--- src/rtl/dcache_access_sequencer.sv ---
// MEM-stage data cache sequencer: one outstanding load/store,
// registered cache handshake, byte lanes, and a hung-cache timeout.
module dcache_access_sequencer #(
   parameter int ADDR_W         = 32,
   parameter int TIMEOUT_CYCLES = 64,
   parameter int CNT_W          = 7
) (
   input  logic              clk,
   input  logic              rst_n,
   input  logic              mem_valid,
   input  logic              d_cache_access,
   input  logic              d_cache_op,
   input  logic              is_byte_op,
   input  logic [ADDR_W-1:0] addr,
   input  logic [31:0]       store_data,
   input  logic              flush,
   output logic              cache_req,
   output logic              cache_op,
   output logic              cache_byte,
   output logic [ADDR_W-1:0] cache_addr,
   output logic [31:0]       cache_wdata,
   input  logic              cache_ready,
   input  logic [31:0]       cache_rdata,
   output logic              stall,
   output logic              load_valid,
   output logic [31:0]       load_data,
   output logic              timeout_err
);

   typedef enum logic [1:0] {
      IDLE,
      REQ,
      DONE
   } state_t;

   localparam logic [CNT_W-1:0] CNT_LAST =
      CNT_W'(TIMEOUT_CYCLES - 1);

   state_t           state;
   state_t           state_nxt;
   logic [CNT_W-1:0] cnt;
   logic             discard;
   logic             accept;
   logic             hit_timeout;
   logic [7:0]       rbyte;
   logic [31:0]      rdata_lane;

   assign accept = (state == IDLE) & mem_valid &
                   d_cache_access & ~flush;

   assign hit_timeout = (state == REQ) & ~cache_ready &
                        (cnt == CNT_LAST);

   // Byte lane picked by the latched address, sign-extended for LDB.
   always_comb begin
      rbyte = cache_rdata[7:0];
      unique case (cache_addr[1:0])
         2'd0: rbyte = cache_rdata[7:0];
         2'd1: rbyte = cache_rdata[15:8];
         2'd2: rbyte = cache_rdata[23:16];
         2'd3: rbyte = cache_rdata[31:24];
         default: rbyte = cache_rdata[7:0];
      endcase
      rdata_lane = cache_byte ? {{24{rbyte[7]}}, rbyte}
                              : cache_rdata;
   end

   // State register.
   always_ff @(posedge clk or negedge rst_n) begin
      if (!rst_n) state <= IDLE;
      else        state <= state_nxt;
   end

   // Next state: DONE is a single cycle, timeout falls back to IDLE.
   always_comb begin
      state_nxt = state;
      unique case (state)
         IDLE: if (accept) state_nxt = REQ;
         REQ: begin
            if (cache_ready)      state_nxt = DONE;
            else if (hit_timeout) state_nxt = IDLE;
         end
         DONE:    state_nxt = IDLE;
         default: state_nxt = IDLE;
      endcase
   end

   // Pipeline stall and the load completion pulse.
   always_comb begin
      stall      = accept | (state == REQ);
      load_valid = (state == DONE) & cache_op & ~discard;
   end

   // Request registers, timeout counter, load capture and error flag.
   always_ff @(posedge clk or negedge rst_n) begin
      if (!rst_n) begin
         cache_req   <= 1'b0;
         cache_op    <= 1'b0;
         cache_byte  <= 1'b0;
         cache_addr  <= '0;
         cache_wdata <= '0;
         load_data   <= '0;
         timeout_err <= 1'b0;
         cnt         <= '0;
         discard     <= 1'b0;
      end else begin
         unique case (state)
            IDLE: begin
               if (accept) begin
                  cache_req   <= 1'b1;
                  cache_op    <= d_cache_op;
                  cache_byte  <= is_byte_op;
                  cache_addr  <= addr;
                  cache_wdata <= is_byte_op ? {4{store_data[7:0]}}
                                            : store_data;
                  cnt         <= '0;
                  discard     <= 1'b0;
               end
            end
            REQ: begin
               cnt <= cnt + CNT_W'(1);
               if (flush) discard <= 1'b1;
               if (cache_ready) begin
                  cache_req <= 1'b0;
                  if (cache_op) load_data <= rdata_lane;
               end else if (hit_timeout) begin
                  cache_req   <= 1'b0;
                  timeout_err <= 1'b1;
                  discard     <= 1'b0;
               end
            end
            DONE:    discard <= 1'b0;
            default: discard <= 1'b0;
         endcase
      end
   end

endmodule
--- config.mk ---
export PLATFORM = sky130hd
export DESIGN_NAME = dcache_access_sequencer
export DESIGN_NICKNAME = d
export VERILOG_FILES = /design/src/rtl/dcache_access_sequencer.sv
export SDC_FILE = /design/constraint.sdc
export NUM_CORES = 1
export LEC_CHECK = 0
export BUFFER_PORTS_ARGS = -buffer_cell sky130_fd_sc_hd__buf_2
export CORE_MARGIN = 10
export CORE_UTILIZATION = 40
export DETAILED_ROUTE_END_ITERATION = 12
export GPL_TIMING_DRIVEN = 0
export PLACE_DENSITY = 0.69
export SLEW_MARGIN = 20
export SYNTH_ARGS = -nofsm -noshare
export SYNTH_HDL_FRONTEND = slang
export SYNTH_SLANG_ARGS = --single-unit
--- constraint.sdc ---
create_clock -name clk -period 2.85 [get_ports clk]
set_input_delay 0 -clock clk [delete_from_list [all_inputs] [get_ports clk]]
set_output_delay 0 -clock clk [all_outputs]
set_load 0.005 [all_outputs]
After elaboration in Yosys (flattened, before gate mapping)
Index checks and enable logic that the tools add are counted.
{"block": "classes", "add_sub_neg": 1, "n_eq_ne": 8, "mux": 18, "bitwise_logic": 11, "n_reduce_logical": 9}
{"cell": "two-way mux 32 bit", "n": 2}
{"cell": "case mux 8 bit (4 select lines)", "n": 1}
{"cell": "case mux 7 bit (2 select lines)", "n": 1}
{"cell": "AND reduction 3 bit", "n": 3}
{"cell": "adder 7 x 1 -> 7 bit, second input constant", "n": 1}
{"cell": "AND 1 bit", "n": 7}
{"cell": "== test 7 x 6 -> 1 bit, second input constant", "n": 1}
{"cell": "two-way mux 1 bit", "n": 7}
{"cell": "two-way mux 7 bit", "n": 1}
{"cell": "== test 2 bit, second input constant", "n": 3}
{"cell": "two-way mux 2 bit", "n": 3}
{"cell": "AND reduction 2 bit", "n": 3}
{"cell": "== test 2 x 1 -> 1 bit, second input constant", "n": 2}
{"cell": "logical NOT 2 bit", "n": 2}
{"cell": "case mux 1 bit (2 select lines)", "n": 2}
{"cell": "case mux 2 bit (2 select lines)", "n": 1}
{"cell": "inequality test 3 bit, second input constant", "n": 1}
{"cell": "inverter 1 bit", "n": 3}
{"cell": "inequality test 2 bit, second input constant", "n": 1}
{"cell": "nonzero test 2 bit", "n": 1}
{"cell": "OR 1 bit", "n": 1}
{"block": "totals", "reg_bits": 110, "out_inout_bits": 102, "wordCells": 57}

Depth between registers and ports, before layout
{"block": "depth", "word_depth": 6, "ltp_mapped": 6}

Worst setup path before layout
No wires, ideal clock.
{"block": "synth_timing", "kind": "flip-flop to flip-flop", "start": "register cnt[0]", "end": "register discard", "setup_time_ps": 125, "arrival_time_ps": 1343, "slack_ps": 1382, "path_stages_with_launch": 5, "period_less_slack_ps": 1468, "cell_sequence": "dfrtp_1 -> ha_1 -> and3_1 -> and4_1 -> a2111oi_0"}
{"block": "synth_between", "elab_chain_len": 5}
{"item": "start: declaration", "line_no": "41", "source": "logic [CNT_W-1:0] cnt;"}
{"item": "start signal: assignment", "line_no": "121", "source": "cnt <= cnt + CNT_W'(1);"}
{"item": "== test 7 x 6 -> 1 bit", "line_no": "52", "source": "(cnt == CNT_LAST);"}
{"item": "AND 1 bit", "line_no": "51", "source": "assign hit_timeout = (state == REQ) & ~cache_ready &"}
{"item": "two-way mux 1 bit", "line_no": "126", "source": "end else if (hit_timeout) begin"}
{"item": "two-way mux 1 bit", "line_no": "123", "source": "if (cache_ready) begin"}
{"item": "case mux 1 bit (2 select lines)", "line_no": "107", "source": "unique case (state)"}
{"item": "end signal: assignment", "line_no": "105", "source": "discard <= 1'b0;"}
{"item": "end signal: assignment", "line_no": "122", "source": "if (flush) discard <= 1'b1;"}
{"item": "end signal: assignment", "line_no": "129", "source": "discard <= 1'b0;"}
{"item": "end: declaration", "line_no": "42", "source": "logic discard;"}
No other way between the ends.
A chain may end at the register's enable or synchronous reset.

Final worst setup path
{"block": "layout_timing", "start": "register state[0]", "end": "register cache_wdata[11]"}
{"block": "layout_between", "elab_chain_len": 5}
{"item": "start: declaration", "line_no": "39", "source": "state_t state;"}
{"item": "start signal: assignment", "line_no": "71", "source": "else state <= state_nxt;"}
{"item": "logical NOT 2 bit (*)", "line_no": "48, 107"}
{"item": "AND 1 bit (2 in a row)", "line_no": "48", "source": "assign accept = (state == IDLE) & mem_valid &"}
{"item": "AND 1 bit", "line_no": "49", "source": "d_cache_access & ~flush;"}
{"item": "AND reduction 2 bit (no source line) (*)"}
{"item": "end signal: assignment", "line_no": "114", "source": "cache_wdata <= is_byte_op ? {4{store_data[7:0]}}"}
{"item": "end: declaration", "line_no": "21", "source": "output logic [31:0] cache_wdata,"}
Every way passes the cells marked *; elsewhere a longest branch is shown, timed or not.

==> results.py <==
metrics = {
    "synthesis": {
        "synthCells": 416,
        "synthTopCellsByArea": "dfrtp_1, mux2_2, nand2b_1",
        "ys_types": 39,
        "ys_warn_count": 0,
        "yosys.area_share.simple_pct": 10.09,
        "synth-compound-area-share_pct": 10.52,
        "synth_top_area_cell": "dfrtp_1",
        "synth-seq-area-share_pct": 55.91,
        "synth_top_cell_area_share_pct": 55.91,
        "synthTopCellsByCount": "dfrtp_1, mux2_2, nor2_1, nand2b_1, o21ai_0",
        "synth_edf_count": 0,
        "synth_top_family_by_area": "multiplexers",
        "ys_async_sr_fraction_pct": 100.0,
        "synthMuxAreaShare_pct": 18.27,
        "postSynthAreaPerCell_sq_um": 11.84,
        "syn-num-nets": 521,
        "ys.flop_type": "dfrtp_1",
        "synth_xor_area_share_pct": 0,
        "ys_ff_latch": 110,
        "netlist_area_sq_um": 4923,
        "yosysMostFrequentCell": "dfrtp_1",
        "synth_fa_ha_area_share_pct": 0.2541,
    },
    "worst_setup_path": {
        "arrival_ns": 1.98,
        "critPathKind": "reg2reg",
        "cp_data_required_time_ns": 3.08,
        "worstSetupEndpointType": "register",
        "regToRegSetupSlack_ns": 1.10,
        "critPathMaxFanout": 10,
        "cp-start-kind": "register",
    },
    "route": {
        "wl_um": 15680,
        "first_pass_iters": 4,
        "num_vias": 4278,
        "drtAntennaViolNets": 0,
        "avgRoutedWirePerCell_um": 18.39,
        "viasPerCell": 5.015,
        "drt_drc_violations_left": 0,
        "drt-initial-drc-count": 181,
    },
    "timing": {
        "setup_viol": 0,
        "fin_setup_tns_ns": 0,
        "rsz0062_at_grt": "false",
        "period_share_pct": 61.44,
        "fmax_mhz": 571.1,
        "finalMaxSlewViolations": 0,
        "max_slew_margin_pct": 63.77,
        "finalClockSkew_ns": 0.005882,
        "hold_viol": 0,
        "worstMarginPinSlew_ns": 0.5434,
        "fin_crit_ns": 1.751,
    },
    "cts": {
        "numCtsBuffers": 9,
        "cts-root-buf": "clkbuf_16",
        "clk_pin_slew_ns": 0.07,
        "clock_latency_ns": 0.35,
        "cts_tree": "yes",
        "clock_sinks": 110,
        "cts-resized-gates": 0,
        "cts_max_level": 3,
        "cts_buffer_depth": 2,
    },
    "floorplanning": {
        "core-area_sq_um": 12010,
        "rows": 40,
        "die_area_sq_um": 17150,
        "die_w_um": 130.9,
        "die_h_um": 130.9,
        "initial_core_util_pct": 40.99,
        "pin_count": 206,
    },
    "grt": {
        "antenna_found_initial": 0,
        "track_usage_pct": 18.21,
        "grt_pass1_vias": 4597,
        "grt_max_degree": 57,
        "grt_pass1_wl_um": 24410,
        "overflow": 0,
    },
    "layout": {
        "fin_util_pct": 59.31,
        "fillers": 984,
        "multi_input_area_sq_um": 1927,
        "area_growth_pct": 44.70,
        "antenna_cells": 0,
        "drive_gt1_share_pct": 42.92,
        "nNetsFinal": 806,
        "instances_no_fill": 853,
        "regArea_sq_um": 2753,
    },
    "power": {
        "pwr_density_cell_nw_per_um2": 738.6,
        "ir_worst_vdd_v": 0.0003712,
        "p_leak_nw": 3.510,
        "power_mw": 5.262,
    },
    "job": {
        "maxCapViolCount": 0,
    },
    "placed_design": {
        "place_inst": 769,
        "dp_hpwl_um": 11530,
        "port_buffers": 205,
        "gp_congestion": 0.8685,
    },
    "outcome": {
        "status": "completed",
    },
    "hold_path": {
        "hold_class": "in2reg",
    },
}
power by group:
group	switching [mW]	internal, mW
Sequential	0.306	2.07
Clock	0.581	0.613
Combinational	0.772	0.916
Total	1.66	3.60
critical path, stage by stage (launching register included):
cell and delay (ns):
dfrtp_1 0.45, nand4bb_4 0.26, nor2_2 0.29, buf_4 0.28, mux2_2 0.35
worst paths after layout:
| kind | start | to | depth (start not counted) |
|---|---|---|---|
| max in group asynchronous | rst_n | cache_wdata[10] | 3 |
| worst max-delay path | state[0] | cache_wdata[11] | 4 |
| worst min-delay path | flush | discard | 3 |
| min in group asynchronous | rst_n | cache_addr[6] | 2 |
| worst min register to register | timeout_err | timeout_err | 1 |
| worst max register to register | state[0] | cache_wdata[11] | 4 |
routing by layer:
layer / part of all wire (%) / GRT usage (%) / vias up
met5: 0 / 0 / -
met3: 11 / 7.212 / 19
met1: 41 / 21.21 / 2033
met2: 47 / 30.02 / 202
li1: - / - / 2024
met4: 1.5 / 6.082 / 0
flip-flops by register name, summed over array words and instances, names as in the netlist:
register	cells
timeout_err	1
cache_wdata	32
cnt	7
cache_req	1
state	2
cache_byte	1
cache_op	1
discard	1
cache_addr	32
load_data	32
layout make-up:
| class | count | share of cell area (%) |
|---|---|---|
| Clock buffer | 10 | 3.354 |
| Multi-Input combinational cell | 254 | 27.05 |
| Clock inverter | 6 | 0.5269 |
| Buffer | 27 | 2.107 |
| Tap cell | 147 | 2.582 |
| Inverter | 25 | 1.317 |
| Sequential cell | 110 | 38.64 |
| Timing Repair Buffer | 274 | 24.43 |
metrics by stage:
step / instance area (sq um) / worst slack [ns] / hold slack [ns]
after floorplan: 4923 / 1.382 / -0.2956
after global placement: 6133 / 0.4869 / 0.2163
after detailed placement: 6167 / 1.056 / -0.003200
after CTS: 7124 / 1.039 / 0.0002861
after global routing: 7124 / 0.9453 / 0.02550
final: 7124 / 1.099 / 0.001425
cell usage in the layout (no fill, tap or decap), drive strengths merged, types with 2 or more instances in the layout:
cell and instances:
o2bb2ai 7, dlygate4sd3 68, a211oi 7, o21ai 28, a31oi 25, clkbuf 19
a21oi 7, and2 2, o21a 4, inv 25, nand4 2, buf 224
mux2i 10, mux2 66, clkinvlp 3, nand2b 27, and3 2, nor3 7
nand2 11, dfrtp 110, nor2b 2, nor2 34, clkinv 3
kinds of logic (layout without fill, tap and decap cells):
kind of cell    count (synthesis)  count (layout)
flops                         110             110
simple gates                   93              93
compound gates                 83              83
mux                            77              77
buf+inv                        52             342
fa+ha+maj                       1               1
what timing repair did:
item,CTS,global route
setup buffers,0,0
hold buffers,68,0
hold endpoints to repair,124,0
Note: power is estimated with default switching activity, not from simulation.
